==> src/rtl/reg_bus_master_pkg.sv <==
// Shared definitions for the register-bus master: command opcodes and FSM states.
package reg_bus_master_pkg;

    localparam logic [1:0] OP_WR  = 2'b00;
    localparam logic [1:0] OP_RD  = 2'b01;
    localparam logic [1:0] OP_RMW = 2'b10;
    localparam logic [1:0] OP_RSV = 2'b11;

    typedef enum logic [2:0] {
        IDLE,
        WR,
        RD,
        RMW_RD,
        RMW_WR,
        RESP
    } state_t;

endpackage

==> src/rtl/reg_bus_master_if.sv <==
// Command, response and register-bus signals of the master, bundled with
// a master modport (the design) and a slave modport (whoever drives it).
interface reg_bus_master_if #(
    parameter int AW = 2,
    parameter int DW = 16
);
    logic          cmd_valid;
    logic          cmd_ready;
    logic [1:0]    cmd_op;
    logic [AW-1:0] cmd_addr;
    logic [DW-1:0] cmd_wdata;
    logic [DW-1:0] cmd_mask;

    logic          rsp_valid;
    logic          rsp_ready;
    logic [DW-1:0] rsp_data;
    logic          rsp_err;

    logic [AW-1:0] bus_addr;
    logic          bus_wr;
    logic          bus_sel;
    logic [DW-1:0] bus_wdata;
    logic [DW-1:0] bus_rdata;

    modport master (
        input  cmd_valid, cmd_op, cmd_addr, cmd_wdata, cmd_mask,
        input  rsp_ready, bus_rdata,
        output cmd_ready, rsp_valid, rsp_data, rsp_err,
        output bus_addr, bus_wr, bus_sel, bus_wdata
    );

    modport slave (
        output cmd_valid, cmd_op, cmd_addr, cmd_wdata, cmd_mask,
        output rsp_ready, bus_rdata,
        input  cmd_ready, rsp_valid, rsp_data, rsp_err,
        input  bus_addr, bus_wr, bus_sel, bus_wdata
    );

endinterface

==> src/rtl/reg_bus_master.sv <==
// Register-bus master: turns write / read / read-modify-write commands into
// single-cycle bus transfers and returns one response per command.
module reg_bus_master
    import reg_bus_master_pkg::*;
#(
    parameter int AW = 2,
    parameter int DW = 16
) (
    input  logic                clk,
    input  logic                rst,
    reg_bus_master_if.master    bus,
    output logic [7:0]          txn_count
);

    state_t        state, state_n;
    logic [AW-1:0] addr_q, addr_n;
    logic [DW-1:0] wdata_q, wdata_n;
    logic [DW-1:0] mask_q, mask_n;
    logic [DW-1:0] old_q, old_n;
    logic [7:0]    count_n;

    logic          rsp_valid_n, rsp_err_n;
    logic [DW-1:0] rsp_data_n;
    logic [AW-1:0] bus_addr_n;
    logic          bus_wr_n, bus_sel_n;
    logic [DW-1:0] bus_wdata_n;

    assign bus.cmd_ready = (state == IDLE);

    // Every output is registered, so the next-state logic also computes the
    // value each output takes in the cycle after the edge.
    always_comb begin
        state_n     = state;
        addr_n      = addr_q;
        wdata_n     = wdata_q;
        mask_n      = mask_q;
        old_n       = old_q;
        count_n     = txn_count;
        rsp_valid_n = bus.rsp_valid;
        rsp_err_n   = bus.rsp_err;
        rsp_data_n  = bus.rsp_data;
        bus_addr_n  = bus.bus_addr;
        bus_wr_n    = 1'b0;
        bus_sel_n   = 1'b0;
        bus_wdata_n = '0;

        unique case (state)
            IDLE: begin
                if (bus.cmd_valid) begin
                    addr_n  = bus.cmd_addr;
                    wdata_n = bus.cmd_wdata;
                    mask_n  = bus.cmd_mask;
                    case (bus.cmd_op)
                        OP_WR: begin
                            state_n     = WR;
                            bus_sel_n   = 1'b1;
                            bus_wr_n    = 1'b1;
                            bus_addr_n  = bus.cmd_addr;
                            bus_wdata_n = bus.cmd_wdata;
                        end
                        OP_RD: begin
                            state_n    = RD;
                            bus_sel_n  = 1'b1;
                            bus_addr_n = bus.cmd_addr;
                        end
                        OP_RMW: begin
                            state_n    = RMW_RD;
                            bus_sel_n  = 1'b1;
                            bus_addr_n = bus.cmd_addr;
                        end
                        default: begin
                            state_n     = RESP;
                            rsp_valid_n = 1'b1;
                            rsp_err_n   = 1'b1;
                            rsp_data_n  = '0;
                        end
                    endcase
                end
            end
            WR: begin
                state_n     = RESP;
                rsp_valid_n = 1'b1;
                rsp_err_n   = 1'b0;
                rsp_data_n  = '0;
            end
            RD: begin
                state_n     = RESP;
                rsp_valid_n = 1'b1;
                rsp_err_n   = 1'b0;
                rsp_data_n  = bus.bus_rdata;
            end
            RMW_RD: begin
                // The responder reads combinationally, so the merge can use
                // bus_rdata directly and the write follows with no gap.
                state_n     = RMW_WR;
                old_n       = bus.bus_rdata;
                bus_sel_n   = 1'b1;
                bus_wr_n    = 1'b1;
                bus_addr_n  = addr_q;
                bus_wdata_n = (bus.bus_rdata & ~mask_q) | (wdata_q & mask_q);
            end
            RMW_WR: begin
                state_n     = RESP;
                rsp_valid_n = 1'b1;
                rsp_err_n   = 1'b0;
                rsp_data_n  = old_q;
            end
            RESP: begin
                if (bus.rsp_ready) begin
                    state_n     = IDLE;
                    rsp_valid_n = 1'b0;
                    count_n     = txn_count + 8'd1;
                end
            end
            default: state_n = IDLE;
        endcase
    end

    // Reset abandons any transfer in flight: the state and all outputs clear
    // together, so no further bus cycle or response can follow.
    always_ff @(posedge clk) begin
        if (!rst) begin
            state         <= IDLE;
            addr_q        <= '0;
            wdata_q       <= '0;
            mask_q        <= '0;
            old_q         <= '0;
            txn_count     <= '0;
            bus.rsp_valid <= 1'b0;
            bus.rsp_err   <= 1'b0;
            bus.rsp_data  <= '0;
            bus.bus_addr  <= '0;
            bus.bus_wr    <= 1'b0;
            bus.bus_sel   <= 1'b0;
            bus.bus_wdata <= '0;
        end else begin
            state         <= state_n;
            addr_q        <= addr_n;
            wdata_q       <= wdata_n;
            mask_q        <= mask_n;
            old_q         <= old_n;
            txn_count     <= count_n;
            bus.rsp_valid <= rsp_valid_n;
            bus.rsp_err   <= rsp_err_n;
            bus.rsp_data  <= rsp_data_n;
            bus.bus_addr  <= bus_addr_n;
            bus.bus_wr    <= bus_wr_n;
            bus.bus_sel   <= bus_sel_n;
            bus.bus_wdata <= bus_wdata_n;
        end
    end

endmodule

==> src/flat_wrapper.sv <==
// flat-port wrapper written by rule: the top's interface ports become plain ports
module reg_bus_master_flat import reg_bus_master_pkg::*;
#(
    parameter int AW = 2,
    parameter int DW = 16
)
  (clk, rst, txn_count, bus_cmd_valid, bus_cmd_op, bus_cmd_addr, bus_cmd_wdata, bus_cmd_mask, bus_rsp_ready, bus_bus_rdata, bus_cmd_ready, bus_rsp_valid, bus_rsp_data, bus_rsp_err, bus_bus_addr, bus_bus_wr, bus_bus_sel, bus_bus_wdata);
  reg_bus_master_if #(.AW(AW), .DW(DW)) bus_i ();
  input  logic clk;
  input  logic rst;
  output logic [7:0] txn_count;
  input wire logic [$bits(bus_i.cmd_valid)-1:0] bus_cmd_valid;
  input wire logic [$bits(bus_i.cmd_op)-1:0] bus_cmd_op;
  input wire logic [$bits(bus_i.cmd_addr)-1:0] bus_cmd_addr;
  input wire logic [$bits(bus_i.cmd_wdata)-1:0] bus_cmd_wdata;
  input wire logic [$bits(bus_i.cmd_mask)-1:0] bus_cmd_mask;
  input wire logic [$bits(bus_i.rsp_ready)-1:0] bus_rsp_ready;
  input wire logic [$bits(bus_i.bus_rdata)-1:0] bus_bus_rdata;
  output wire logic [$bits(bus_i.cmd_ready)-1:0] bus_cmd_ready;
  output wire logic [$bits(bus_i.rsp_valid)-1:0] bus_rsp_valid;
  output wire logic [$bits(bus_i.rsp_data)-1:0] bus_rsp_data;
  output wire logic [$bits(bus_i.rsp_err)-1:0] bus_rsp_err;
  output wire logic [$bits(bus_i.bus_addr)-1:0] bus_bus_addr;
  output wire logic [$bits(bus_i.bus_wr)-1:0] bus_bus_wr;
  output wire logic [$bits(bus_i.bus_sel)-1:0] bus_bus_sel;
  output wire logic [$bits(bus_i.bus_wdata)-1:0] bus_bus_wdata;
  assign bus_i.cmd_valid = bus_cmd_valid;
  assign bus_i.cmd_op = bus_cmd_op;
  assign bus_i.cmd_addr = bus_cmd_addr;
  assign bus_i.cmd_wdata = bus_cmd_wdata;
  assign bus_i.cmd_mask = bus_cmd_mask;
  assign bus_i.rsp_ready = bus_rsp_ready;
  assign bus_i.bus_rdata = bus_bus_rdata;
  assign bus_cmd_ready = bus_i.cmd_ready;
  assign bus_rsp_valid = bus_i.rsp_valid;
  assign bus_rsp_data = bus_i.rsp_data;
  assign bus_rsp_err = bus_i.rsp_err;
  assign bus_bus_addr = bus_i.bus_addr;
  assign bus_bus_wr = bus_i.bus_wr;
  assign bus_bus_sel = bus_i.bus_sel;
  assign bus_bus_wdata = bus_i.bus_wdata;
  reg_bus_master #(.AW(AW), .DW(DW)) u_core (.clk(clk), .rst(rst), .bus(bus_i), .txn_count(txn_count));
endmodule
==> config.mk <==
export PLATFORM = sky130hd
export DESIGN_NAME = reg_bus_master_flat
export DESIGN_NICKNAME = d
export VERILOG_FILES = /design/src/rtl/reg_bus_master_pkg.sv /design/src/rtl/reg_bus_master_if.sv /design/src/rtl/reg_bus_master.sv /design/src/flat_wrapper.sv
export SDC_FILE = /design/constraint.sdc
export NUM_CORES = 1
export LEC_CHECK = 0
export ABC_AREA = 0
export CAP_MARGIN = 20
export CORE_UTILIZATION = 40
export CTS_CLUSTER_SIZE = 24
export DETAILED_ROUTE_END_ITERATION = 7
export PLACE_DENSITY = 0.68
export SLEW_MARGIN = 20
export SYNTH_ARGS = -nofsm -noshare
export SYNTH_HDL_FRONTEND = slang
export SYNTH_SLANG_ARGS = --single-unit
==> constraint.sdc <==
create_clock -name clk -period 2.7 [get_ports clk]
set_input_delay 0.54 -clock clk [delete_from_list [all_inputs] [get_ports clk]]
set_output_delay 0.54 -clock clk [all_outputs]
set_load 0.005 [all_outputs]
# [Word-level counts from Yosys, hierarchy flattened]
# Cells that the tools add are included.
[totals] register_bits=99 in_bits=56 output_inout_bits=47 word_cells=68
[op_classes] addsub=1 n_eq_ne=11 n_mux=24 n_bitwise=4 n_reduce_logical=15
[ops] cell="two-way mux 16 bit" n=4
[ops] cell="case mux 16 bit (4 select lines)" n=1
[ops] cell="bitwise AND 16 bit" n=2
[ops] cell="case mux 16 bit (2 select lines)" n=1
[ops] cell="inverter 16 bit" n=1
[ops] cell="bitwise OR 16 bit" n=1
[ops] cell="case mux 3 bit (4 select lines)" n=1
[ops] cell="case mux 3 bit (3 select lines)" n=1
[ops] cell="AND reduction 3 bit" n=3
[ops] cell="adder 8 x 1 -> 8 bit, second input constant" n=1
[ops] cell="inequality test 2 bit, second input constant" n=4
[ops] cell="two-way mux 1 bit" n=7
[ops] cell="equality test 3 x 2 -> 1 bit, second input constant" n=2
[ops] cell="equality test 3 bit, second input constant" n=2
[ops] cell="two-way mux 3 bit" n=2
[ops] cell="case mux 1 bit (2 select lines)" n=3
[ops] cell="AND reduction 2 bit" n=3
[ops] cell="OR reduction 3 bit" n=2
[ops] cell="two-way mux 2 bit" n=2
[ops] cell="case mux 2 bit (2 select lines)" n=1
[ops] cell="AND reduction 4 bit" n=1
[ops] cell="nonzero test 2 bit" n=2
[ops] cell="nonzero test 4 bit" n=1
[ops] cell="equality test 3 x 1 -> 1 bit, second input constant" n=1
[ops] cell="6 further kinds" n=6

# [Longest topological paths before layout]
[logic_depth] ltp_word=5 ltp_mapped=6 mapped_depth_nobuf=4

# [Worst setup path after synthesis]
# Ideal clock, no wire load.
[synth_path] path_type="input -> register" from="input port bus_cmd_op[0]" to="register u_core.bus.rsp_data[10]" setup_time_ns=0.071 t_arrival_ns=1.640 t_required_ns=2.629 slack_ns=0.989 path_stages=5 path_buffers=1 cell_sequence="ha_1 a2111oi_2 o21a_2 buf_6 o2bb2ai_1"
[synth_via] elab_chain_cells=4 word_cells_on_any_way=6 cone_classes="3 x eq/ne; 3 x reduce/logical"
[synth_lines] item="start: declaration" line_no="flat_wrapper.sv:13" text="input wire logic [$bits(bus_i.cmd_op)-1:0] bus_cmd_op;"
[synth_lines] item="equality test 2 x 1 -> 1 bit (tied with other cells)" line_no="reg_bus_master.sv:53" text="case (bus.cmd_op)"
[synth_lines] item="OR reduction 3 bit (no line) *"
[synth_lines] item="inequality test 2 bit (no line) *"
[synth_lines] item="AND reduction 3 bit (no line) *"
[synth_lines] item="end signal: assignment" line_no="reg_bus_master.sv:145" text="bus.rsp_data <= rsp_data_n;"
[synth_lines] item="end: declaration" line_no="reg_bus_master_if.sv:28" text="output cmd_ready, rsp_valid, rsp_data, rsp_err,"
# Mark *: on every way between the ends. The rest lies on a longest branch, timed or not.
# A chain may end at the register's enable or synchronous reset.

# [Worst setup path after layout]
[layout_path] from="register u_core.state[0]" to="output port bus_cmd_ready"
[layout_via] elab_chain_cells=1
[layout_lines] item="start: declaration" line_no="reg_bus_master.sv:15" text="state_t state, state_n;"
[layout_lines] item="start signal: assignment" line_no="reg_bus_master.sv:137" text="state <= state_n;"
[layout_lines] item="logical NOT 3 bit" line_no="reg_bus_master.sv:28" text="assign bus.cmd_ready = (state == IDLE);"
[layout_lines] item="end: declaration" line_no="flat_wrapper.sv:19" text="output wire logic [$bits(bus_i.cmd_ready)-1:0] bus_cmd_ready;"
# Every way passes these cells.

==> impl_metrics.json <==
{
  "vias_per_cell": 5.31,
  "cts_setup_buffers": 0,
  "end_kind": "output pin",
  "dr.pass1.iters": 4,
  "p_leak_nw": 1.82,
  "fmax_ghz": 0.411,
  "cp_top_family": "buffers and inverters",
  "async_flop_share_pct": 0,
  "period_needed_ns": 2.44,
  "clock_latency_ns": 0.36,
  "cts_tree": "done",
  "grt_pass1_wl_mm": 16.7,
  "fp-row-count": 36,
  "grt_use_total_pct": 20.7,
  "finClkSkew_ns": 0.00890,
  "post_cts_resized": 0,
  "synth_top_flop_cell": "dfxtp_1",
  "vias": 3551,
  "syn_area_per_cell_um2": 8.98,
  "seq_area_frac_synth_pct": 49.8,
  "place_congestion": 0.842,
  "grt_overflow": 0,
  "outcome": "complete, no violations",
  "synth_area_um2": 3980,
  "yosys-top-cells-count": "nand2_1, dfxtp_1, a21oi_1",
  "io_buffer_count": 102,
  "synth.area.top_cells": "dfxtp_1, nand2_1, a21oi_1",
  "cts.sinks": 99,
  "max_slew_margin_pct": 46.0,
  "core_region_area_um2": 9680,
  "rsz0062_at_grt": "no",
  "finalCritPeriodShare_pct": 90.2,
  "hold_viol": 0,
  "synth_edf_count": 0,
  "critPathMaxStageDelay_ns": 0.60,
  "worst_pin_slew_ns": 0.809,
  "io_pins": 103,
  "chipWidth_um": 102,
  "diodes": 0,
  "cts_buffer_depth": 2,
  "netlist-cell-type-count": 43,
  "setup_viol": 0,
  "ys_seq_elements": 99,
  "drtAntennaViolNets": 0,
  "drt_iter0_drc": 157,
  "initial_core_util_pct": 41.1,
  "crit_slowest_cell": "clkdlybuf4s50_1",
  "syn_inst": 443,
  "hold_path_class": "register to register",
  "cp-startpoint": "u_core.state[0]$_SDFFE_PN0P_",
  "min_from": "u_core.wdata_q[13]$_SDFFE_PN0P_",
  "yosysTopAreaCellShare_pct": 49.8,
  "drv_cap": 0,
  "grt_pass1_vias": 3386,
  "synth_nets": 503,
  "cts_root_buffer": "clkbuf_8",
  "postCtsHoldBufs": 0,
  "cts_buffers": 9,
  "arrival_ns": 1.90,
  "clk_pin_slew_ns": 0.09,
  "fin_util_pct": 54.7,
  "die_area_um2": 10300,
  "yosysTopAreaCell": "dfxtp_1",
  "power.total_mw": 3.06,
  "drive_gt1_share_pct": 8.77,
  "critPathLaunchType": "register",
  "wire_per_inst_um": 15.6,
  "cp_max_fo": 14,
  "antenna_found_initial": 0,
  "area_growth_pct": 33.2,
  "final.setup.tns_ns": 0,
  "ys_warn_count": 0,
  "crit_buf_inv": 1,
  "critPathRequiredTime_ns": 2.16,
  "hpwl_mm": 7.15,
  "r2r_start": "u_core.state[0]$_SDFFE_PN0P_",
  "power_density_nw_per_um2": 578,
  "crit_chain": "nor3_1, clkdlybuf4s50_1",
  "vdd_drop_max_v": 0.000347,
  "whs_ns": 0.458,
  "fp.dieH_um": 102,
  "nets": 591,
  "worstSetupPathType": "register to output pin",
  "routed_wl_mm": 10.4,
  "drcViolationCount": 0,
  "drv_slew": 0,
  "grt_max_degree": 61,
  "yosysMostFrequentCell": "nand2_1",
  "h-tree-depth": 3
}
## per-stage QoR
stage	instance area, um^2	setup WS, ns	instances
global route	5300	0.131	669
CTS	5300	0.261	669
global placement	5100	0.353	653
finish	5300	0.265	669
detailed placement	5100	0.303	653
floorplan	3980	0.989	443
## per-layer routing
metal / routed length, um / share of wire, % / global-route usage, % / vias up
met5: 0 / 0 / 0 / -
met4: 98 / 0.94 / 4.91 / 0
met3: 746 / 7.2 / 5.94 / 8
met2: 5140 / 49 / 35.3 / 115
met1: 4420 / 42 / 25.6 / 1693
li1: - / - / - / 1735
## worst reg2reg max path: stages (launching register included)
cell and delay, ns:
dfxtp_1 0.67, nand3b_1 0.41, buf_4 0.32, mux2i_1 0.15, a211oi_1 0.23
## worst paths after layout
| path | cells after the start | slack, ns | to |
|---|---|---|---|
| setup / recovery | 2 | 0.26 | bus_cmd_ready |
| setup reg to reg | 4 | 0.84 | u_core.bus.bus_addr[1]$_SDFFE_PN0P_ |
| hold / removal | 2 | 0.46 | u_core.wdata_q[13]$_SDFFE_PN0P_ |
| hold reg to reg | 2 | 0.46 | u_core.wdata_q[13]$_SDFFE_PN0P_ |
## registers in the layout, summed over array words and instances, names as in the netlist, 2 cells and up
signal and count:
u_core.addr_q 2, u_core.bus.bus_addr 2, u_core.bus.bus_wdata 16, u_core.bus.rsp_data 16, u_core.mask_q 16, u_core.old_q 16, u_core.state 3, u_core.txn_count 8
u_core.wdata_q 16
## layout make-up
type,count,area (um^2)
clock buffers,10,128
clock inverters,6,73.8
fillers,883,4390
inverters,6,22.5
multi-input cells,302,1780
flip-flops and latches,99,1980
well taps,133,166
repair buffers,113,1140
## power by group
| part | internal, mW | leakage, nW | switching [mW] |
|---|---|---|---|
| combinational | 0.245 | 0.911 | 0.260 |
| sequential | 1.53 | 0.803 | 0.0590 |
| clock | 0.442 | 0.100 | 0.527 |
## kinds of logic after synthesis
family / count (synthesis) / share of synthesized area, %
simple gates: 150 / 16.3
compound gates: 125 / 20.9
buf+inv: 42 / 5.44
flops: 99 / 49.8
xor+xnor: 2 / 0.441
mux: 20 / 5.54
fa+ha+maj: 5 / 1.54
## cell usage in the layout (no fill, tap or decap), types with 5 or more instances in the layout
cell type / count
a22oi_1: 16
nand2_1: 106
dfxtp_1: 99
clkbuf_8: 9
buf_4: 8
inv_1: 5
nor2_1: 20
clkdlybuf4s50_1: 102
o2bb2ai_1: 16
a32oi_1: 16
mux2_2: 16
a21oi_1: 61
No activity file was read; power rests on OpenSTA's default activity.
